--- src/rtl/target_counter_8_bits_if.sv ---
// Control/target/status bundle between the target counter and its environment,
// including the combinational comparator feedback (cmp_*).
interface target_counter_8_bits_if;
  logic       load;
  logic [7:0] alvo;
  logic       start;
  logic       parar;
  logic       cmp_e;
  logic       cmp_plus;
  logic       cmp_less;
  logic [7:0] contagem;
  logic [7:0] alvo_q;
  logic       busy;
  logic       done;
  logic       erro;
  logic [8:0] passos;

  modport master (
    output load, alvo, start, parar, cmp_e, cmp_plus, cmp_less,
    input  contagem, alvo_q, busy, done, erro, passos
  );

  modport slave (
    input  load, alvo, start, parar, cmp_e, cmp_plus, cmp_less,
    output contagem, alvo_q, busy, done, erro, passos
  );
endinterface

--- src/rtl/target_counter_8_bits.sv ---
// Up/down counter that walks contagem toward a latched target one step per clock,
// steered by an external magnitude comparator; flags inconsistent compares and timeouts.
module target_counter_8_bits #(
  parameter int TIMEOUT = 256
) (
  input logic                    clk,
  input logic                    rst_n,
  target_counter_8_bits_if.slave bus
);

  typedef enum logic [1:0] {IDLE, RUN, DONE, ERRO} state_t;

  localparam logic [9:0] TIMEOUT_W = 10'(TIMEOUT);

  state_t     state_q, state_d;
  logic [7:0] contagem_q, contagem_d;
  logic [7:0] alvo_q, alvo_d;
  logic [8:0] passos_q, passos_d;
  logic       busy_q, busy_d;
  logic       done_q, done_d;
  logic       erro_q, erro_d;
  logic       cmp_onehot;

  function automatic logic [8:0] passos_inc(input logic [8:0] p);
    return (p == 9'h1FF) ? p : p + 9'd1;
  endfunction

  assign cmp_onehot = ({bus.cmp_e, bus.cmp_plus, bus.cmp_less} == 3'b100) ||
                      ({bus.cmp_e, bus.cmp_plus, bus.cmp_less} == 3'b010) ||
                      ({bus.cmp_e, bus.cmp_plus, bus.cmp_less} == 3'b001);

  always_comb begin
    state_d    = state_q;
    contagem_d = contagem_q;
    alvo_d     = alvo_q;
    passos_d   = passos_q;
    busy_d     = busy_q;
    done_d     = 1'b0;
    erro_d     = erro_q;

    unique case (state_q)
      IDLE: begin
        if (bus.load) alvo_d = bus.alvo;
        if (bus.start) begin
          state_d  = RUN;
          passos_d = 9'd0;
          busy_d   = 1'b1;
        end
      end

      RUN: begin
        if (bus.parar) begin
          state_d = IDLE;
          busy_d  = 1'b0;
        end else if (!cmp_onehot || ({1'b0, passos_q} == TIMEOUT_W)) begin
          state_d = ERRO;
          erro_d  = 1'b1;
          busy_d  = 1'b0;
        end else if (bus.cmp_e) begin
          state_d = DONE;
          done_d  = 1'b1;
          busy_d  = 1'b0;
        end else if (bus.cmp_less) begin
          // Refuse to wrap: a "less" at the top of the range means the loop is broken.
          if (contagem_q == 8'hFF) begin
            state_d = ERRO;
            erro_d  = 1'b1;
            busy_d  = 1'b0;
          end else begin
            contagem_d = contagem_q + 8'd1;
            passos_d   = passos_inc(passos_q);
          end
        end else begin
          if (contagem_q == 8'h00) begin
            state_d = ERRO;
            erro_d  = 1'b1;
            busy_d  = 1'b0;
          end else begin
            contagem_d = contagem_q - 8'd1;
            passos_d   = passos_inc(passos_q);
          end
        end
      end

      DONE: begin
        state_d = IDLE;
        if (bus.load) alvo_d = bus.alvo;
      end

      ERRO: begin
        if (bus.load) begin
          state_d = IDLE;
          erro_d  = 1'b0;
          alvo_d  = bus.alvo;
        end
      end

      default: state_d = IDLE;
    endcase
  end

  always_ff @(posedge clk or negedge rst_n) begin
    if (!rst_n) begin
      state_q    <= IDLE;
      contagem_q <= 8'd0;
      alvo_q     <= 8'd0;
      passos_q   <= 9'd0;
      busy_q     <= 1'b0;
      done_q     <= 1'b0;
      erro_q     <= 1'b0;
    end else begin
      state_q    <= state_d;
      contagem_q <= contagem_d;
      alvo_q     <= alvo_d;
      passos_q   <= passos_d;
      busy_q     <= busy_d;
      done_q     <= done_d;
      erro_q     <= erro_d;
    end
  end

  assign bus.contagem = contagem_q;
  assign bus.alvo_q   = alvo_q;
  assign bus.passos   = passos_q;
  assign bus.busy     = busy_q;
  assign bus.done     = done_q;
  assign bus.erro     = erro_q;

endmodule

--- src/flat_wrapper.sv ---
// flat-port wrapper written by rule: the top's interface ports become plain ports
module target_counter_8_bits_flat 
#(
  parameter int TIMEOUT = 256
)
  (clk, rst_n, bus_load, bus_alvo, bus_start, bus_parar, bus_cmp_e, bus_cmp_plus, bus_cmp_less, bus_contagem, bus_alvo_q, bus_busy, bus_done, bus_erro, bus_passos);
  target_counter_8_bits_if bus_i ();
  input logic clk;
  input logic rst_n;
  input wire logic [$bits(bus_i.load)-1:0] bus_load;
  input wire logic [$bits(bus_i.alvo)-1:0] bus_alvo;
  input wire logic [$bits(bus_i.start)-1:0] bus_start;
  input wire logic [$bits(bus_i.parar)-1:0] bus_parar;
  input wire logic [$bits(bus_i.cmp_e)-1:0] bus_cmp_e;
  input wire logic [$bits(bus_i.cmp_plus)-1:0] bus_cmp_plus;
  input wire logic [$bits(bus_i.cmp_less)-1:0] bus_cmp_less;
  output wire logic [$bits(bus_i.contagem)-1:0] bus_contagem;
  output wire logic [$bits(bus_i.alvo_q)-1:0] bus_alvo_q;
  output wire logic [$bits(bus_i.busy)-1:0] bus_busy;
  output wire logic [$bits(bus_i.done)-1:0] bus_done;
  output wire logic [$bits(bus_i.erro)-1:0] bus_erro;
  output wire logic [$bits(bus_i.passos)-1:0] bus_passos;
  assign bus_i.load = bus_load;
  assign bus_i.alvo = bus_alvo;
  assign bus_i.start = bus_start;
  assign bus_i.parar = bus_parar;
  assign bus_i.cmp_e = bus_cmp_e;
  assign bus_i.cmp_plus = bus_cmp_plus;
  assign bus_i.cmp_less = bus_cmp_less;
  assign bus_contagem = bus_i.contagem;
  assign bus_alvo_q = bus_i.alvo_q;
  assign bus_busy = bus_i.busy;
  assign bus_done = bus_i.done;
  assign bus_erro = bus_i.erro;
  assign bus_passos = bus_i.passos;
  target_counter_8_bits #(.TIMEOUT(TIMEOUT)) u_core (.clk(clk), .rst_n(rst_n), .bus(bus_i));
endmodule
--- config.mk ---
export PLATFORM = sky130hd
export DESIGN_NAME = target_counter_8_bits_flat
export DESIGN_NICKNAME = d
export VERILOG_FILES = /design/src/rtl/target_counter_8_bits_if.sv /design/src/rtl/target_counter_8_bits.sv /design/src/flat_wrapper.sv
export SDC_FILE = /design/constraint.sdc
export NUM_CORES = 1
export LEC_CHECK = 0
export BUFFER_PORTS_ARGS = -buffer_cell sky130_fd_sc_hd__buf_4
export CELL_PAD_IN_SITES_DETAIL_PLACEMENT = 0
export CELL_PAD_IN_SITES_GLOBAL_PLACEMENT = 1
export CORE_AREA = 4 4 69 71
export DETAILED_ROUTE_END_ITERATION = 10
export DIE_AREA = 0 0 73 75
export PLACE_DENSITY = 0.93
export SETUP_SLACK_MARGIN = 0.1
export SLEW_MARGIN = 0
export SYNTH_ARGS = -nofsm -noshare
export SYNTH_HDL_FRONTEND = slang
export SYNTH_SLANG_ARGS = --single-unit
--- constraint.sdc ---
create_clock -name clk -period 3.9 [get_ports clk]
set_clock_uncertainty 0.2 [all_clocks]
set_input_delay 0.195 -clock clk [delete_from_list [all_inputs] [get_ports clk]]
set_output_delay 0.195 -clock clk [all_outputs]
set_load 0.02 [all_outputs]
==> reports/metrics.cfg, run 1 <==
[run_status]
status = finished clean

[power_and_ir_drop]
power_density_nw_per_um2 = 701
power.leakage_nw = 1.04
ir_drop_mv = 0.327

[timing]
fin_crit_ns = 2.58
worst_pin_slew_ns = 0.722
drv_slew = 0
maxSlewHeadroom = 0.515
finalHoldViolCount = 0
fin_crit_sh = 0.661
rsz0062_at_grt = no
max_freq_ghz = 0.388
setup_violations = 0
setup_tns_ns = 0

[synth]
yosysWarnings = 0
async_reset_ff_frac = 1.00
synth.distinct_cells = 43
yosysSeqAreaShare = 0.433
syn-cell-area_um2 = 1740
synth_edf_count = 0
synth_nets = 193
synth_ff_type = dfrtp_1
syn_avg_cell_area_um2 = 10.4
ys_ff_latch = 30
synth_cells = 167

[clocking]
cts_buffer_depth = 2
h-tree-depth = 2
clkTransAtPathRegs_ns = 0.06
root_buffer = clkbuf_8
cts_buffers = 5
clk_latency_ns = 0.28
cts_tree = yes
clock_sinks = 30

[global_route]
grt-ovfl-total = 0
antenna_found_initial = 0
grt_use_total = 0.156
grt_max_degree = 31
grt_pass1_wl_um = 6630
grt_pass1_vias = 1440

[worst_setup_path]
timing.reg2reg.setup_slack_ns = 1.32
critPathKind = register to register
startpoint_type = register
r2r_cells = 7
crit_family = compound AO/OA/AOI/OAI gates
cp_slowest_cell = a2111o_1
cp_max_fo = 24
slowest_delay_ns = 0.53
cp.buffers_inverters = 1
cp.arrival_ns = 2.54
cp-end-kind = register
required_ns = 3.87
crit_chain = inv_1, ha_1, nor4b_1, a2111o_1, a21o_4, o311a_1, a221o_1
timing.rr.end = u_core.bus.passos[7]$_DFFE_PN0P_
regToRegStartpoint = u_core.bus.passos[0]$_DFFE_PN0P_

[routing]
dr.pass1.iters = 4
ant_nets = 0
wirelength_um = 4010
viasPerCell = 5.57
drtIter0Drc = 133
drc = 0
wl_per_cell_um = 14.5
num_vias = 1538

[die]
num_io_pins = 44
fp-row-count = 24
initial_core_util = 0.410
dieArea_um2 = 5480
die_h_um = 75
design.core.area_um2 = 4230
die_x_um = 73

[placed_design]
place_hpwl_um = 2820
place.port_buffers = 43
gp_congestion = 0.821
place_area_um2 = 2100

[job]
maxCapViolCount = 0

[hold_path]
hold_class = primary input to register
holdPathStages = 3
min_to = u_core.bus.done$_DFF_PN0_
hold_start = bus_cmp_e

[cells_and_area]
synthToLayoutAreaGrowth_pct = 32.2
nFillCells = 391
final_area_um2 = 2290
drive_above_1_share = 0.295
diodes = 0
nNetsFinal = 249

-- synthesized netlist by cell type, types with 3 or more instances --
master / n / area, um^2
inv_1: 7 / 26.3
o21ai_0: 6 / 30.0
a21oi_1: 8 / 40.0
nor2_1: 16 / 60.1
nor3_1: 4 / 20.0
nand2_1: 11 / 41.3
ha_1: 9 / 113
o311ai_0: 4 / 35.0
o41ai_1: 5 / 43.8
mux2_2: 10 / 113
a31oi_1: 5 / 31.3
dfrtp_1: 30 / 751
nand3_1: 5 / 25.0
xnor2_1: 5 / 43.8
mux2i_1: 3 / 30.0
-- logic make-up after synthesis --
logic type      count (synthesis)  share of synthesized area
simple gates                   50                      0.143
compound gates                 46                      0.205
flops                          30                      0.433
mux                            13                     0.0822
buf+inv                        12                     0.0310
fa+ha+maj                      10                     0.0764
xor+xnor                        6                     0.0303
-- per-layer routing --
| layer | vias up | part of all wire | track usage | wire length, um |
|---|---|---|---|---|
| li1 | 754 | - | - | - |
| met1 | 737 | 0.45 | 0.206 | 1780 |
| met2 | 41 | 0.48 | 0.249 | 1940 |
| met3 | 6 | 0.060 | 0.0454 | 241 |
| met4 | 0 | 0.011 | 0.0430 | 43 |
| met5 | - | 0 | 0 | 0 |
-- state kept, by name, indices dropped and copies added, names as in the netlist --
signal and cells:
u_core.bus.alvo_q 8, u_core.bus.contagem 8, u_core.bus.erro 1, u_core.bus.passos 9, u_core.bus.done 1, u_core.state_q 2, u_core.bus.busy 1
-- cells in the final DEF (no fill, tap or decap), types with 2 or more instances in the layout --
cell type and instances:
inv_1 7, nor4b_1 2, mux2_2 10, or4_1 2, clkbuf_8 6, nor2_1 16, o21ai_0 6, nor2b_1 2
o311a_1 2, buf_4 43, o311ai_0 4, a31oi_1 5, xnor2_1 5, a21o_1 2, dfrtp_1 30, a221o_1 2
nand4_1 2, dlygate4sd3_1 10, nand3_1 5, and3_1 2, a21oi_1 8, o31ai_1 2, ha_1 9, nand2_1 11
o41ai_1 5, mux2i_1 3, o211ai_1 2, nor3_1 4
-- worst max-delay path by stage --
stage,slack (ns),cells after the start,endpoint,startpoint
final,1.32,7,u_core.bus.passos[7]$_DFFE_PN0P_,u_core.bus.passos[0]$_DFFE_PN0P_
after global routing,1.20,7,u_core.bus.passos[7]$_DFFE_PN0P_,u_core.bus.passos[0]$_DFFE_PN0P_
after detailed placement,1.32,7,u_core.bus.passos[6]$_DFFE_PN0P_,u_core.bus.passos[0]$_DFFE_PN0P_
after CTS,1.31,7,u_core.bus.passos[6]$_DFFE_PN0P_,u_core.bus.passos[0]$_DFFE_PN0P_
after floorplan,1.40,7,u_core.bus.passos[6]$_DFFE_PN0P_,u_core.bus.passos[0]$_DFFE_PN0P_
after global placement,1.38,7,u_core.bus.passos[6]$_DFFE_PN0P_,u_core.bus.passos[0]$_DFFE_PN0P_
-- power breakdown --
group	switching, mW	leakage (nW)	internal [mW]
logic	0.414	0.621	0.364
clock network	0.120	0.0472	0.142
registers	0.141	0.377	0.427
-- metrics by stage --
stage / utilization / instances / hold WS [ns] / total power, mW / setup slack, ns
4_1_cts: 0.542 / 276 / 0.0165 / 1.62 / 1.31
3_5_place_dp: 0.496 / 258 / -0.0559 / 1.35 / 1.32
6_report: 0.542 / 276 / 0.0269 / 1.61 / 1.32
5_1_grt: 0.542 / 276 / 0.0549 / 1.73 / 1.20
3_3_place_gp: 0.496 / 258 / -0.0547 / 1.33 / 1.38
2_1_floorplan: - / 167 / -0.301 / 1.06 / 1.40
-- what timing repair did --
| item | 4_1_cts | 5_1_grt |
|---|---|---|
| hold endpoints to repair | 39 | 0 |
| hold buffers | 10 | 0 |
| setup buffers | 0 | 0 |
| gates resized for setup | 0 | 0 |
-- layout make-up --
class / instances / area, um^2 / share of cell area
timing repair buffer: 53 / 423 / 0.184
tap: 52 / 65.1 / 0.0284
inverter: 8 / 30.0 / 0.0131
clock inverter: 2 / 12.5 / 0.00545
sequential: 30 / 751 / 0.327
clock buffer: 6 / 82.6 / 0.0360
multi-input combinational: 125 / 931 / 0.406
-- worst min-delay path, delay by kind of cell --
family | cells | cell delay, ns
AND/OR/NAND/NOR | 2 | 0.15
buffers and inverters | 1 | 0.12
Note: power is estimated with default switching activity, not from simulation.
==> inputs of run 2 (changes only) <==
--- a/config.mk
+++ b/config.mk
@@ -5,13 +5,14 @@
 export SDC_FILE = /design/constraint.sdc
 export NUM_CORES = 1
 export LEC_CHECK = 0
+export ABC_AREA = 1
 export BUFFER_PORTS_ARGS = -buffer_cell sky130_fd_sc_hd__buf_4
 export CELL_PAD_IN_SITES_DETAIL_PLACEMENT = 0
 export CELL_PAD_IN_SITES_GLOBAL_PLACEMENT = 1
-export CORE_AREA = 4 4 69 71
+export CORE_AREA = 4 4 76 78
 export DETAILED_ROUTE_END_ITERATION = 10
-export DIE_AREA = 0 0 73 75
-export PLACE_DENSITY = 0.93
+export DIE_AREA = 0 0 80 82
+export PLACE_DENSITY = 0.89
 export SETUP_SLACK_MARGIN = 0.1
 export SLEW_MARGIN = 0
 export SYNTH_ARGS = -nofsm -noshare
==> constraint.sdc (replaced) <==
create_clock -name clk -period 2.4 [get_ports clk]
set_clock_uncertainty 0.2 [all_clocks]
set_input_delay 0.12 -clock clk [delete_from_list [all_inputs] [get_ports clk]]
set_output_delay 0.12 -clock clk [all_outputs]
set_load 0.02 [all_outputs]
==> run 2 against run 1 <==
Compared with the run above:
- setup slack worse by 1.0 ns
- critical endpoint is now u_core.bus.passos[6]$_DFFE_PN0P_
- largest cell class unchanged
- utilization down 4.5 points
- hold slack gained 0.026 ns
- clock-buffer cell count down 1
- register-to-register slack lost 1.0 ns
- global-route usage shrank 0.44 points
- maximum frequency rose by 22%
==> reports/metrics.cfg, run 2 <==
[run_status]
status = finished clean

[hold_path]
hold_class = primary input to register
hold_start = bus_start

[cells_and_area]
fin_util = 0.497  ; -0.0449
synthToLayoutAreaGrowth_pct = 30.7
nFillCells = 535  ; +37%
drive_above_1_share = 0.247  ; -0.0478
largest_reg_flops = 9  ; unchanged
final_cell_mix = nand2_1, buf_4, dfrtp_1
final_common_cell = nand2_1
diodes = 0  ; unchanged
nNetsFinal = 338  ; +36%

[clocking]
clkTransAtPathRegs_ns = 0.07  ; about the same
h-tree-depth = 2  ; unchanged
cts_buffers = 5  ; unchanged
cts_tree = yes
postCtsSetupBuffers = 0  ; unchanged
cts_buffer_depth = 2  ; unchanged
clock_sinks = 30  ; unchanged
root_buffer = clkbuf_8
clk_latency_ns = 0.28  ; about the same

[die]
num_io_pins = 44  ; unchanged
dieArea_um2 = 6560  ; +20%
initial_core_util = 0.380  ; -0.0297
fp-row-count = 26  ; +8.3%
die_x_um = 80  ; +9.6%
die_h_um = 82  ; +9.3%
design.core.area_um2 = 5070  ; +20%

[synth]
yosysWarnings = 0  ; unchanged
synth_top_area_cell = dfrtp_1
async_reset_ff_frac = 1.00  ; unchanged
synth_cells = 253  ; +51%
synth_area_leaders = dfrtp_1, nand2_1, ha_1
syn_avg_cell_area_um2 = 7.63  ; -27%
synth.distinct_cells = 31  ; -28%
synth_ff_type = dfrtp_1
syn-cell-area_um2 = 1930  ; +11%
synth_nets = 279  ; +45%
netlist_top_cells_count = nand2_1, dfrtp_1, inv_1, nor2_1, nand3_1
yosysSeqAreaShare = 0.389  ; -0.0435
yosysMostFrequentCell = nand2_1
ys_ff_latch = 30  ; unchanged
synth_top_cell_area_share = 0.389  ; -0.0435
synth_edf_count = 0  ; unchanged

[worst_setup_path]
cp_max_fo = 10  ; -58%
required_ns = 2.38  ; -1.49 ns
startpoint_type = register
critPathKind = register to register
regToRegStartpoint = u_core.bus.passos[0]$_DFFE_PN0P_
cp-end-kind = register
cp.arrival_ns = 2.08  ; -0.46 ns
crit_start = u_core.bus.passos[0]$_DFFE_PN0P_

[timing]
drv_slew = 0  ; unchanged
worst_pin_slew_ns = 0.486  ; -0.236 ns
finalHoldViolCount = 0  ; unchanged
max_freq_ghz = 0.475  ; +22%
finalWorstSetupSlack_ns = 0.293  ; -1.03 ns
rsz0062_at_grt = no
fin_crit_sh = 0.878  ; +0.217
hold_ws_ns = 0.0529  ; +0.0261 ns
maxSlewHeadroom = 0.675  ; +0.160
setup_tns_ns = 0  ; unchanged
fin_crit_ns = 2.11  ; -0.469 ns
setup_violations = 0  ; unchanged

[routing]
drtIter0Drc = 89  ; -33%
ant_nets = 0  ; unchanged
wl_per_cell_um = 11.9  ; -18%
num_vias = 1774  ; +15%
dr.pass1.iters = 4  ; unchanged
viasPerCell = 4.64  ; -17%
wirelength_um = 4540  ; +13%
drc = 0  ; unchanged

[placed_design]
preCtsSetupSlack_ns = 0.218  ; -1.11 ns
gp_congestion = 0.808  ; -1.7%
place_hpwl_um = 3340  ; +19%
place.port_buffers = 43  ; unchanged

[power_and_ir_drop]
power.leakage_nw = 1.35  ; +29%
power_density_nw_per_um2 = 1100  ; +58%
ir_drop_mv = 0.578  ; +77%
finalPower_mw = 2.79  ; +73%

[global_route]
grt_use_total = 0.151  ; -0.00442
grt-ovfl-total = 0  ; unchanged
grt_pass1_wl_um = 7820  ; +18%
grt_pass1_vias = 1727  ; +20%
grt_max_degree = 31  ; unchanged
antenna_found_initial = 0  ; unchanged

[job]
maxCapViolCount = 0  ; unchanged

==> run 2: through the flow <==
step           instances  instance area, um^2
2_1_floorplan        253                 1930
3_3_place_gp         364                 2330
3_5_place_dp         364                 2330
4_1_cts              382                 2520
5_1_grt              382                 2520
6_report             382                 2520
==> run 2: layout make-up <==
cell class                      instances  area (um^2)  share of cell area
Multi-Input combinational cell        188         1040               0.414
Sequential cell                        30          751               0.298
Timing Repair Buffer                   55          440               0.175
Inverter                               32          120              0.0476
Tap cell                               70         87.6              0.0347
Clock buffer                            5         68.8              0.0273
Clock inverter                          2         10.0             0.00397
==> run 2: cell families (layout without fill, tap and decap cells) <==
| group | Yosys count | in the layout | synth area share |
|---|---|---|---|
| compound gates | 24 | 24 | 0.0739 |
| xor+xnor | 7 | 7 | 0.0318 |
| fa+ha+maj | 10 | 10 | 0.0687 |
| buf+inv | 35 | 94 | 0.0726 |
| flops | 30 | 30 | 0.389 |
| mux | 8 | 8 | 0.0467 |
| simple gates | 139 | 139 | 0.317 |
==> run 2: worst paths after layout <==
path / to / slack (ns) / depth (start not counted)
worst max-delay path: u_core.bus.passos[6]$_DFFE_PN0P_ / 0.29 / 13
worst min-delay path: u_core.bus.busy$_DFFE_PN0P_ / 0.05 / 6
worst max register to register: u_core.bus.passos[6]$_DFFE_PN0P_ / 0.29 / 13
worst min register to register: u_core.bus.busy$_DFFE_PN0P_ / 0.28 / 2
max in group asynchronous: u_core.bus.contagem[5]$_DFFE_PN0P_ / 1.60 / 2
min in group asynchronous: u_core.bus.passos[5]$_DFFE_PN0P_ / 0.11 / 2
==> run 2: worst max-delay path, cell delays in order (launching register included) <==
cell and delay (ns):
dfrtp_1 0.43, ha_1 0.19, nand2_1 0.06, inv_1 0.07, nand2_1 0.10, nor4_2 0.19, inv_1 0.06, nor2_1 0.11
ha_1 0.16, nor2_1 0.06, nand2_4 0.12, nand2_4 0.11, nand2_1 0.09, nand2_1 0.05
==> run 2: timing repair <==
action,in CTS,in global routing
endpoints found under the setup margin,0,9
hold buffers,11,0
gates resized for setup,0,1
endpoints found under the hold margin,40,0
==> run 2: routing by layer <==
layer | wire length, um | up-vias | track usage | share of wire
li1 | - | 929 | - | -
met1 | 2200 | 808 | 0.200 | 0.48
met2 | 2090 | 32 | 0.245 | 0.46
met3 | 203 | 5 | 0.0351 | 0.045
met4 | 50 | 0 | 0.0507 | 0.011
met5 | 0 | - | 0 | 0
==> run 2: power breakdown <==
part	switching (mW)	internal [mW]	total [mW]
Sequential	0.184	0.693	0.877
Clock	0.189	0.194	0.383
Combinational	0.875	0.651	1.53
Total	1.25	1.54	2.79
